===== config.mk =====
export PLATFORM = sky130hd
export DESIGN_NAME = img_proc_engine
export DESIGN_NICKNAME = d
export VERILOG_FILES = /design/src/rtl/img_proc_engine.sv
export SDC_FILE = /design/constraint.sdc
export NUM_CORES = 1
export LEC_CHECK = 0
export BUFFER_PORTS_ARGS = -buffer_cell sky130_fd_sc_hd__buf_2
export CORE_MARGIN = 3
export CORE_UTILIZATION = 58
export DETAILED_ROUTE_END_ITERATION = 8
export PLACE_DENSITY = 0.78
export SLEW_MARGIN = 20
export SYNTH_ARGS = -nofsm -noshare
export SYNTH_HDL_FRONTEND = slang
export SYNTH_SLANG_ARGS = --single-unit

===== constraint.sdc =====
create_clock -name clk -period 15.5 [get_ports clk]
set_clock_uncertainty 0.2 [all_clocks]
set_input_delay 3.875 -clock clk [delete_from_list [all_inputs] [get_ports clk]]
set_output_delay 3.875 -clock clk [all_outputs]
set_load 0.02 [all_outputs]

===== src/rtl/img_proc_engine.sv =====
// Image-processing engine: v-mirror, grayscale, 3x3 sharpen and copy/h-mirror on an IMG_H x IMG_W RGB image.
// Build option IMG_PROC_HMIRROR_EN: mode 3 becomes a horizontal mirror instead of a straight copy.

module img_proc_engine #(
    parameter int  IMG_W = 64,
    parameter int  IMG_H = 64,
    parameter int  CH_W  = 8,
    localparam int RW    = $clog2(IMG_H),
    localparam int CW    = $clog2(IMG_W),
    localparam int PW    = 3 * CH_W
) (
    input  logic          clk,
    input  logic          rst_n,
    input  logic          start_i,
    input  logic [1:0]    mode_i,
    input  logic [PW-1:0] in_pix_i,
    output logic [RW-1:0] row_o,
    output logic [CW-1:0] col_o,
    output logic          out_we_o,
    output logic [RW-1:0] out_row_o,
    output logic [CW-1:0] out_col_o,
    output logic [PW-1:0] out_pix_o,
    output logic          busy_o,
    output logic          done_o
);

    localparam int AW = CH_W + 5;
    localparam logic [RW-1:0]        ROW_LAST   = RW'(IMG_H - 1);
    localparam logic [CW-1:0]        COL_LAST   = CW'(IMG_W - 1);
    localparam logic signed [AW-1:0] PIX_MAX    = AW'((1 << CH_W) - 1);
    localparam logic [CH_W-1:0]      CH_ZERO    = '0;
    localparam logic [1:0]           MODE_VMIR  = 2'd0;
    localparam logic [1:0]           MODE_GRAY  = 2'd1;
    localparam logic [1:0]           MODE_SHARP = 2'd2;

    typedef enum logic [2:0] {
        S_IDLE = 3'd0,
        S_RD   = 3'd1,
        S_WR   = 3'd2,
        S_NB   = 3'd3,
        S_DONE = 3'd4
    } state_t;

    state_t                 state_q;
    logic [1:0]             mode_q;
    logic [RW-1:0]          r_q;
    logic [CW-1:0]          c_q;
    logic [3:0]             k_q;
    logic                   nbv_q;
    logic signed [AW-1:0]   acc_q;
    logic [RW-1:0]          row_q;
    logic [CW-1:0]          col_q;
    logic                   out_we_q;
    logic [RW-1:0]          out_row_q;
    logic [CW-1:0]          out_col_q;
    logic [PW-1:0]          out_pix_q;
    logic                   busy_q;
    logic                   done_q;

    logic [RW-1:0]          r_d;
    logic [CW-1:0]          c_d;
    logic                   last_d;
    logic [CH_W-1:0]        g_d;
    logic signed [AW-1:0]   g_ext_d;
    logic signed [AW-1:0]   term_d;
    logic signed [AW-1:0]   acc_d;
    logic [CH_W-1:0]        clamp_d;

    // Source address for the one-read modes; mirroring is just an address transform.
    function automatic logic [RW+CW-1:0] lin_addr(input logic [1:0] m,
                                                  input logic [RW-1:0] r,
                                                  input logic [CW-1:0] c);
        logic [RW-1:0] ar;
        logic [CW-1:0] ac;
        ar = (m == MODE_VMIR) ? (ROW_LAST - r) : r;
`ifdef IMG_PROC_HMIRROR_EN
        ac = (m == 2'd3) ? (COL_LAST - c) : c;
`else
        ac = c;
`endif
        return {ar, ac};
    endfunction

    // Neighbour k (row-major over the 3x3 window) of (r,c): {in-image flag, row, col}.
    function automatic logic [RW+CW:0] nb_addr(input logic [RW-1:0] r,
                                               input logic [CW-1:0] c,
                                               input logic [3:0]    k);
        int   rr;
        int   cc;
        logic v;
        rr = int'(r) + int'(k) / 32'sd3 - 32'sd1;
        cc = int'(c) + int'(k) % 32'sd3 - 32'sd1;
        v  = (rr >= 0) && (rr < IMG_H) && (cc >= 0) && (cc < IMG_W);
        if (v) begin
            return {1'b1, rr[RW-1:0], cc[CW-1:0]};
        end else begin
            return '0;
        end
    endfunction

    // Truncating midpoint of the brightest and darkest channel.
    function automatic logic [CH_W-1:0] gray(input logic [PW-1:0] p);
        logic [CH_W-1:0] cr, cg, cb, mx, mn;
        logic [CH_W:0]   s;
        cr = p[3*CH_W-1:2*CH_W];
        cg = p[2*CH_W-1:CH_W];
        cb = p[CH_W-1:0];
        mx = (cr > cg) ? cr : cg;
        mx = (cb > mx) ? cb : mx;
        mn = (cr < cg) ? cr : cg;
        mn = (cb < mn) ? cb : mn;
        s  = {1'b0, mx} + {1'b0, mn};
        return s[CH_W:1];
    endfunction

    // Raster advance of the destination pixel counter.
    always_comb begin
        last_d = (r_q == ROW_LAST) && (c_q == COL_LAST);
        if (c_q == COL_LAST) begin
            c_d = '0;
            r_d = r_q + RW'(1);
        end else begin
            c_d = c_q + CW'(1);
            r_d = r_q;
        end
    end

    // Sharpen accumulate: centre weighted 9, neighbours -1, off-image reads contribute nothing.
    always_comb begin
        g_d     = in_pix_i[2*CH_W-1:CH_W];
        g_ext_d = $signed({5'b00000, g_d});
        if (!nbv_q) begin
            term_d = '0;
        end else if (k_q == 4'd4) begin
            term_d = (g_ext_d <<< 3) + g_ext_d;
        end else begin
            term_d = -g_ext_d;
        end
        acc_d = acc_q + term_d;
        if (acc_d[AW-1]) begin
            clamp_d = '0;
        end else if (acc_d > PIX_MAX) begin
            clamp_d = '1;
        end else begin
            clamp_d = acc_d[CH_W-1:0];
        end
    end

    // Control FSM with all outputs registered.
    always_ff @(posedge clk or negedge rst_n) begin
        if (!rst_n) begin
            state_q   <= S_IDLE;
            mode_q    <= 2'd0;
            r_q       <= '0;
            c_q       <= '0;
            k_q       <= 4'd0;
            nbv_q     <= 1'b0;
            acc_q     <= '0;
            row_q     <= '0;
            col_q     <= '0;
            out_we_q  <= 1'b0;
            out_row_q <= '0;
            out_col_q <= '0;
            out_pix_q <= '0;
            busy_q    <= 1'b0;
            done_q    <= 1'b0;
        end else begin
            case (state_q)
                S_IDLE: begin
                    done_q   <= 1'b0;
                    out_we_q <= 1'b0;
                    // done_q still high means this is the done cycle; a start here is dropped.
                    if (start_i && !done_q) begin
                        mode_q <= mode_i;
                        r_q    <= '0;
                        c_q    <= '0;
                        k_q    <= 4'd0;
                        acc_q  <= '0;
                        busy_q <= 1'b1;
                        if (mode_i == MODE_SHARP) begin
                            {nbv_q, row_q, col_q} <= nb_addr('0, '0, 4'd0);
                            state_q               <= S_NB;
                        end else begin
                            {row_q, col_q} <= lin_addr(mode_i, '0, '0);
                            nbv_q          <= 1'b0;
                            state_q        <= S_RD;
                        end
                    end
                end
                S_RD: begin
                    out_we_q  <= 1'b1;
                    out_row_q <= r_q;
                    out_col_q <= c_q;
                    if (mode_q == MODE_GRAY) begin
                        out_pix_q <= {CH_ZERO, gray(in_pix_i), CH_ZERO};
                    end else begin
                        out_pix_q <= in_pix_i;
                    end
                    state_q <= S_WR;
                end
                S_NB: begin
                    acc_q <= acc_d;
                    if (k_q == 4'd8) begin
                        out_we_q  <= 1'b1;
                        out_row_q <= r_q;
                        out_col_q <= c_q;
                        out_pix_q <= {CH_ZERO, clamp_d, CH_ZERO};
                        state_q   <= S_WR;
                    end else begin
                        k_q                   <= k_q + 4'd1;
                        {nbv_q, row_q, col_q} <= nb_addr(r_q, c_q, k_q + 4'd1);
                    end
                end
                S_WR: begin
                    out_we_q <= 1'b0;
                    if (last_d) begin
                        state_q <= S_DONE;
                    end else begin
                        r_q   <= r_d;
                        c_q   <= c_d;
                        k_q   <= 4'd0;
                        acc_q <= '0;
                        if (mode_q == MODE_SHARP) begin
                            {nbv_q, row_q, col_q} <= nb_addr(r_d, c_d, 4'd0);
                            state_q               <= S_NB;
                        end else begin
                            {row_q, col_q} <= lin_addr(mode_q, r_d, c_d);
                            state_q        <= S_RD;
                        end
                    end
                end
                S_DONE: begin
                    busy_q  <= 1'b0;
                    done_q  <= 1'b1;
                    state_q <= S_IDLE;
                end
                default: begin
                    out_we_q <= 1'b0;
                    busy_q   <= 1'b0;
                    done_q   <= 1'b0;
                    state_q  <= S_IDLE;
                end
            endcase
        end
    end

    assign row_o     = row_q;
    assign col_o     = col_q;
    assign out_we_o  = out_we_q;
    assign out_row_o = out_row_q;
    assign out_col_o = out_col_q;
    assign out_pix_o = out_pix_q;
    assign busy_o    = busy_q;
    assign done_o    = done_q;

endmodule


# After elaboration in Yosys (flattened, before gate mapping)

Cells that the tools add are included.

Add/sub/neg operators: 14
Div/mod/pow operators: 2
$lt $le $gt $ge: 13
Equality and inequality tests: 16
Mux-type cells: 59
Bitwise gates (word level): 2
Reductions and logical operators: 25

Operator list:

| kind                                                                              | count |
|---|---|
| 6-bit 2-to-1 mux                                                                  | 17 |
| 13-bit 2-to-1 mux                                                                 | 6 |
| 7-bit by 32-bit adder with 32-bit output                                          | 2 |
| 32-bit by 1-bit >= comparator with 1-bit output (second input constant)           | 2 |
| 32-bit by 8-bit less-than comparator with 1-bit output (second input constant)    | 2 |
| 32-bit by 2-bit subtractor with 32-bit output (second input constant)             | 2 |
| 24-bit 2-to-1 mux                                                                 | 2 |
| 8-bit 2-to-1 mux                                                                  | 6 |
| 24-bit case mux with 2 select lines                                               | 1 |
| 6-bit case mux with 2 select lines                                                | 4 |
| 13-bit case mux with 3 select lines                                               | 1 |
| 6-bit case mux with 3 select lines                                                | 2 |
| 5-bit by 3-bit divider with 32-bit output (second input constant)                 | 1 |
| 5-bit by 3-bit remainder unit with 32-bit output (second input constant)          | 1 |
| 8-bit greater-than comparator                                                     | 2 |
| 7-bit by 8-bit less-than comparator with 1-bit output (second input constant)     | 2 |
| 8-bit less-than comparator                                                        | 2 |
| 7-bit by 1-bit >= comparator with 1-bit output (second input constant)            | 2 |
| 6-bit by 1-bit subtractor with 7-bit output (second input constant)               | 2 |
| 13-bit adder                                                                      | 1 |
| 13-bit by 9-bit greater-than comparator with 1-bit output (second input constant) | 1 |
| 8-bit negator with 13-bit output                                                  | 1 |
| 11-bit by 8-bit adder with 12-bit output                                          | 1 |
| 6-bit by 1-bit adder with 6-bit output (second input constant)                    | 2 |
| 32 further kinds                                                                  | 66 |

Flip-flop bits (word level): 86
Input bits: 29
Word-level logic and storage cells: 146

# Logic depth before layout (Yosys ltp)

Depth after elaboration: 11
Gate-level depth with buffers: 29

# Worst setup path after synthesis

Ideal clock, no wire load.

Path kind: input -> register
Start point: input port in_pix_i[13]
End point: register out_pix_q[13] (netlist: out_pix_o[13])
Library setup time: 0.065 ns
Data arrival time: 9.017 ns
Data required time: 15.235 ns
Slack: 6.218 ns
Stages: 25
Path buffers: 1
Cells stage by stage: clkbuf_1 > inv_1 > ha_1 > a211o_1 > o211ai_1 > nand2b_1 > o21ai_1 > mux2i_1 > ha_1 > and4b_1 > a211oi_1 > o21a_1 > nor2_1 > o31ai_1 > or3_1 > fa_1 > nor2b_1 > o21ai_0 > a21oi_1 > o21ai_0 > nand2b_1 > xor2_1 > a21oi_1 > o21ai_0 > o22a_1

Longest elaborated chain between the ends: 9
Elaborated cells between the ends (all ways): 20
Those cells by class: add/sub: 4; order compare: 5; mux: 11

RTL lines:

| item                                                                                                | RTL line | source |
|---|---|---|
| from (decl)                                                                                         | 16       | `input logic [PW-1:0] in_pix_i,` |
| 11-bit by 8-bit adder with 12-bit output / 8-bit negator with 13-bit output (equally long branches) | 135, 137 |  |
| 13-bit 2-to-1 mux                                                                                   | 134      | `end else if (k_q == 4'd4) begin` |
| 13-bit 2-to-1 mux                                                                                   | 132      | `if (!nbv_q) begin` |
| 13-bit adder                                                                                        | 139      | `acc_d = acc_q + term_d;` |
| 13-bit by 9-bit greater-than comparator with 1-bit output                                           | 142      | `end else if (acc_d > PIX_MAX) begin` |
| 8-bit 2-to-1 mux                                                                                    | 142      |  |
| 8-bit 2-to-1 mux                                                                                    | 140      | `if (acc_d[AW-1]) begin` |
| 24-bit 2-to-1 mux                                                                                   | 203      | `if (k_q == 4'd8) begin` |
| 24-bit case mux with 2 select lines *                                                               | 168      | `case (state_q)` |
| to (signal assigned)                                                                                | 195      | `out_pix_q <= {CH_ZERO, gray(in_pix_i), CH_ZERO};` |
| to (signal assigned)                                                                                | 197      | `out_pix_q <= in_pix_i;` |
| to (signal assigned)                                                                                | 207      | `out_pix_q <= {CH_ZERO, clamp_d, CH_ZERO};` |
| to (decl)                                                                                           | 56       | `logic [PW-1:0] out_pix_q;` |

Every way passes the cells marked *; elsewhere a longest branch is shown, timed or not. The select of a mux whose other input is x is not followed.
A chain may end at the register's enable or synchronous reset.

# Worst setup path after layout

Start point: input port in_pix_i[9]
End point: register out_pix_q[15] (netlist: out_pix_o[15])

The elaborated chain is that of the path after synthesis.

==> flow_metrics.tcl <==
set metrics [dict create \
    synthTopCellsByCount "142 x nand2_1, 108 x ha_1, 102 x inv_1" \
    fin_nets 1435 \
    status "finished clean" \
    fin_ws_ps 5730 \
    dr.pass1.iters 5 \
    dp_cells 1498 \
    syn2layout_area_growth_pct 8.39 \
    crit_buf_inv 2 \
    path_common_cell "a21oi_1" \
    synthArstFlopShare 1.00 \
    clock_latency_ps 360 \
    arrival_ps 9810 \
    setup_tns_ps 0 \
    io_pins 80 \
    syn_area_per_cell_um2 7.74 \
    grt_max_degree 62 \
    max_cap_violations 0 \
    yosysMostFrequentCell "nand2_1" \
    rsz0062_at_grt "false" \
    finalHoldViolCount 0 \
    num_rows 46 \
    synth_edf_count 0 \
    ys_top_cells_by_area "dfrtp_1 22%, ha_1 14%, nand2_1 5.5%" \
    synthFlopType "dfrtp_1" \
    min_period_over_period 0.630 \
    overflow 0 \
    post_cts_buffers 0 \
    grt_pass1_wl_mm 44.5 \
    syn_nets 1390 \
    worstPathRequired_ps 15540 \
    die_x_um 135 \
    cts_made_buffers 9 \
    holdBufCountCts 0 \
    synth_cell_types 82 \
    pre_cts_slack_ps 5400 \
    crit_family "compound AO/OA/AOI/OAI gates" \
    cts.clk_slew.worst_paths_ps 70 \
    critPathMaxFanout 14 \
    grt_use_total 0.300 \
    grt_pass1_vias 8918 \
    yosysTopAreaCell "dfrtp_1" \
    clkSinkCount 86 \
    cp_slowest_stage_delay_ps 770 \
    ys_ff_latch 86 \
    vias_per_cell 6.26 \
    period_minus_slack_ps 9770 \
    synth.top_cell.area_share 0.223 \
    cp-start-kind "input pin" \
    initial_utilization 0.599 \
    port_buffers 79 \
    die-area_um2 18200 \
    die_h_um 135 \
    drt-initial-drc-count 810 \
    path_cells "buf_2 -> inv_1 -> ha_1 -> nor2b_1 -> o211ai_1 -> a21oi_1 -> nor2_1 -> nor2_1 -> a21oi_1 -> ha_1 -> a2111oi_0 -> nand2_1 -> a21oi_1 -> mux2i_1 -> ha_1 -> nor2b_1 -> o21ai_0 -> a21oi_1 -> o21ai_0 -> nand2b_1 -> a21o_1 -> a211oi_1 -> o21ai_0 -> o22a_1" \
    num_vias 9483 \
    antenna_cells 0 \
    end_kind "flop" \
    fmax_mhz 102 \
    htree_levels 3 \
    cts.path.max_buffers 2 \
    place_congestion 0.947 \
    cts_resized 0 \
    ys_seq_area_frac 0.223 \
    root_buffer "clkbuf_16" \
    syn_area_um2 9660 \
    routedWlPerCell_um 18.1 \
    ant_nets 0 \
    tritoncts "done" \
    synth_cells 1248 \
    cpMaxStageDelayCell "a21oi_1" \
    yosysWarningCount 0 \
    slew_violations 0 \
    fin_util 0.650 \
    setup_viol 0 \
    layout-drive-gt1-share 0.107 \
    antenna_found_initial 0 \
    totalWireLength_mm 27.4 \
    core_um2 16100 \
    slew_headroom 0.279 \
    fillers 1454 \
    dpl.hpwl_mm 21.2 \
    hp-class "reg2reg" \
    fin_cells 1514 \
    tightest_slew_ps 1080 \
    drc_errors 0 \
    critPathKind "in2reg" \
]
## final timing paths
| check | from | end | slack [ps] | cells after the start |
|---|---|---|---|---|
| max in group asynchronous | rst_n | out_col_o[4] | 10770 | 2 |
| min in group asynchronous | rst_n | acc_q[1] | 3230 | 1 |
| min reg2reg | out_pix_o[17] | out_pix_o[17] | 260 | 2 |
| max reg2reg | k_q[0] | row_o[5] | 7080 | 27 |
| max | in_pix_i[9] | out_pix_o[15] | 5730 | 24 |
| min | out_pix_o[17] | out_pix_o[17] | 260 | 2 |
## cell families (layout without fill, tap and decap cells)
logic type      Yosys count  after routing  share of synthesized area
flops                    86             86                      0.223
xor+xnor                 58             58                     0.0534
fa+ha+maj               113            113                      0.150
buf+inv                 157            207                     0.0631
simple gates            438            438                      0.222
mux                      32             32                     0.0338
compound gates          364            364                      0.255
## registers in the layout (all words and copies together) (netlist names)
register / cells
k_q: 4
out_pix_o: 24
acc_q: 13
nbv_q: 1
busy_o: 1
out_row_o: 6
c_q: 6
state_q: 3
row_o: 6
mode_q: 2
col_o: 6
out_col_o: 6
done_o: 1
out_we_o: 1
r_q: 6
## area by class of cell
| type | count | area, um2 | area share |
|---|---|---|---|
| multi-input cells | 1005 | 6900 | 0.659 |
| well taps | 216 | 270 | 0.0258 |
| repair buffers | 86 | 450 | 0.0430 |
| inverters | 105 | 394 | 0.0376 |
| clock inverters | 7 | 80.1 | 0.00765 |
| clock buffers | 9 | 225 | 0.0215 |
| flip-flops and latches | 86 | 2150 | 0.206 |
## routing by layer
metal	part of all wire	global-route usage	up-vias
met4	0.029	0.109	0
met5	0	0	-
met2	0.47	0.496	330
met3	0.061	0.0358	49
li1	-	-	4581
met1	0.44	0.408	4523
## placed cells by master (no fill, tap or decap), drive strengths merged, types with 27 or more instances in the layout
cell type | Yosys | layout
a21oi | 92 | 92
nand2 | 142 | 142
nor2 | 87 | 87
nand2b | 27 | 27
dfrtp | 86 | 86
mux2i | 27 | 27
buf | 7 | 86
xnor2 | 46 | 46
ha | 108 | 108
inv | 103 | 107
nand3 | 52 | 52
o21ai | 88 | 88
## worst register-to-register path, delay by kind of cell (launching register included)
family	cells	cell delay (ps)
xor+xnor	1	330
buf+inv	4	270
fa+ha+maj	6	1760
compound gates	7	2130
mux	1	320
flops	1	620
simple gates	8	2710
## through the flow
stage / hold slack [ps] / area (um2)
2_1_floorplan: 256 / 9660
4_1_cts: 265 / 10500
3_5_place_dp: 250 / 10200
6_report: 262 / 10500
3_3_place_gp: 245 / 10200
5_1_grt: 278 / 10500
Power is left out: the tool's default activity adds up to more than one toggle a clock period on the data nets, which glitch-free logic cannot reach.
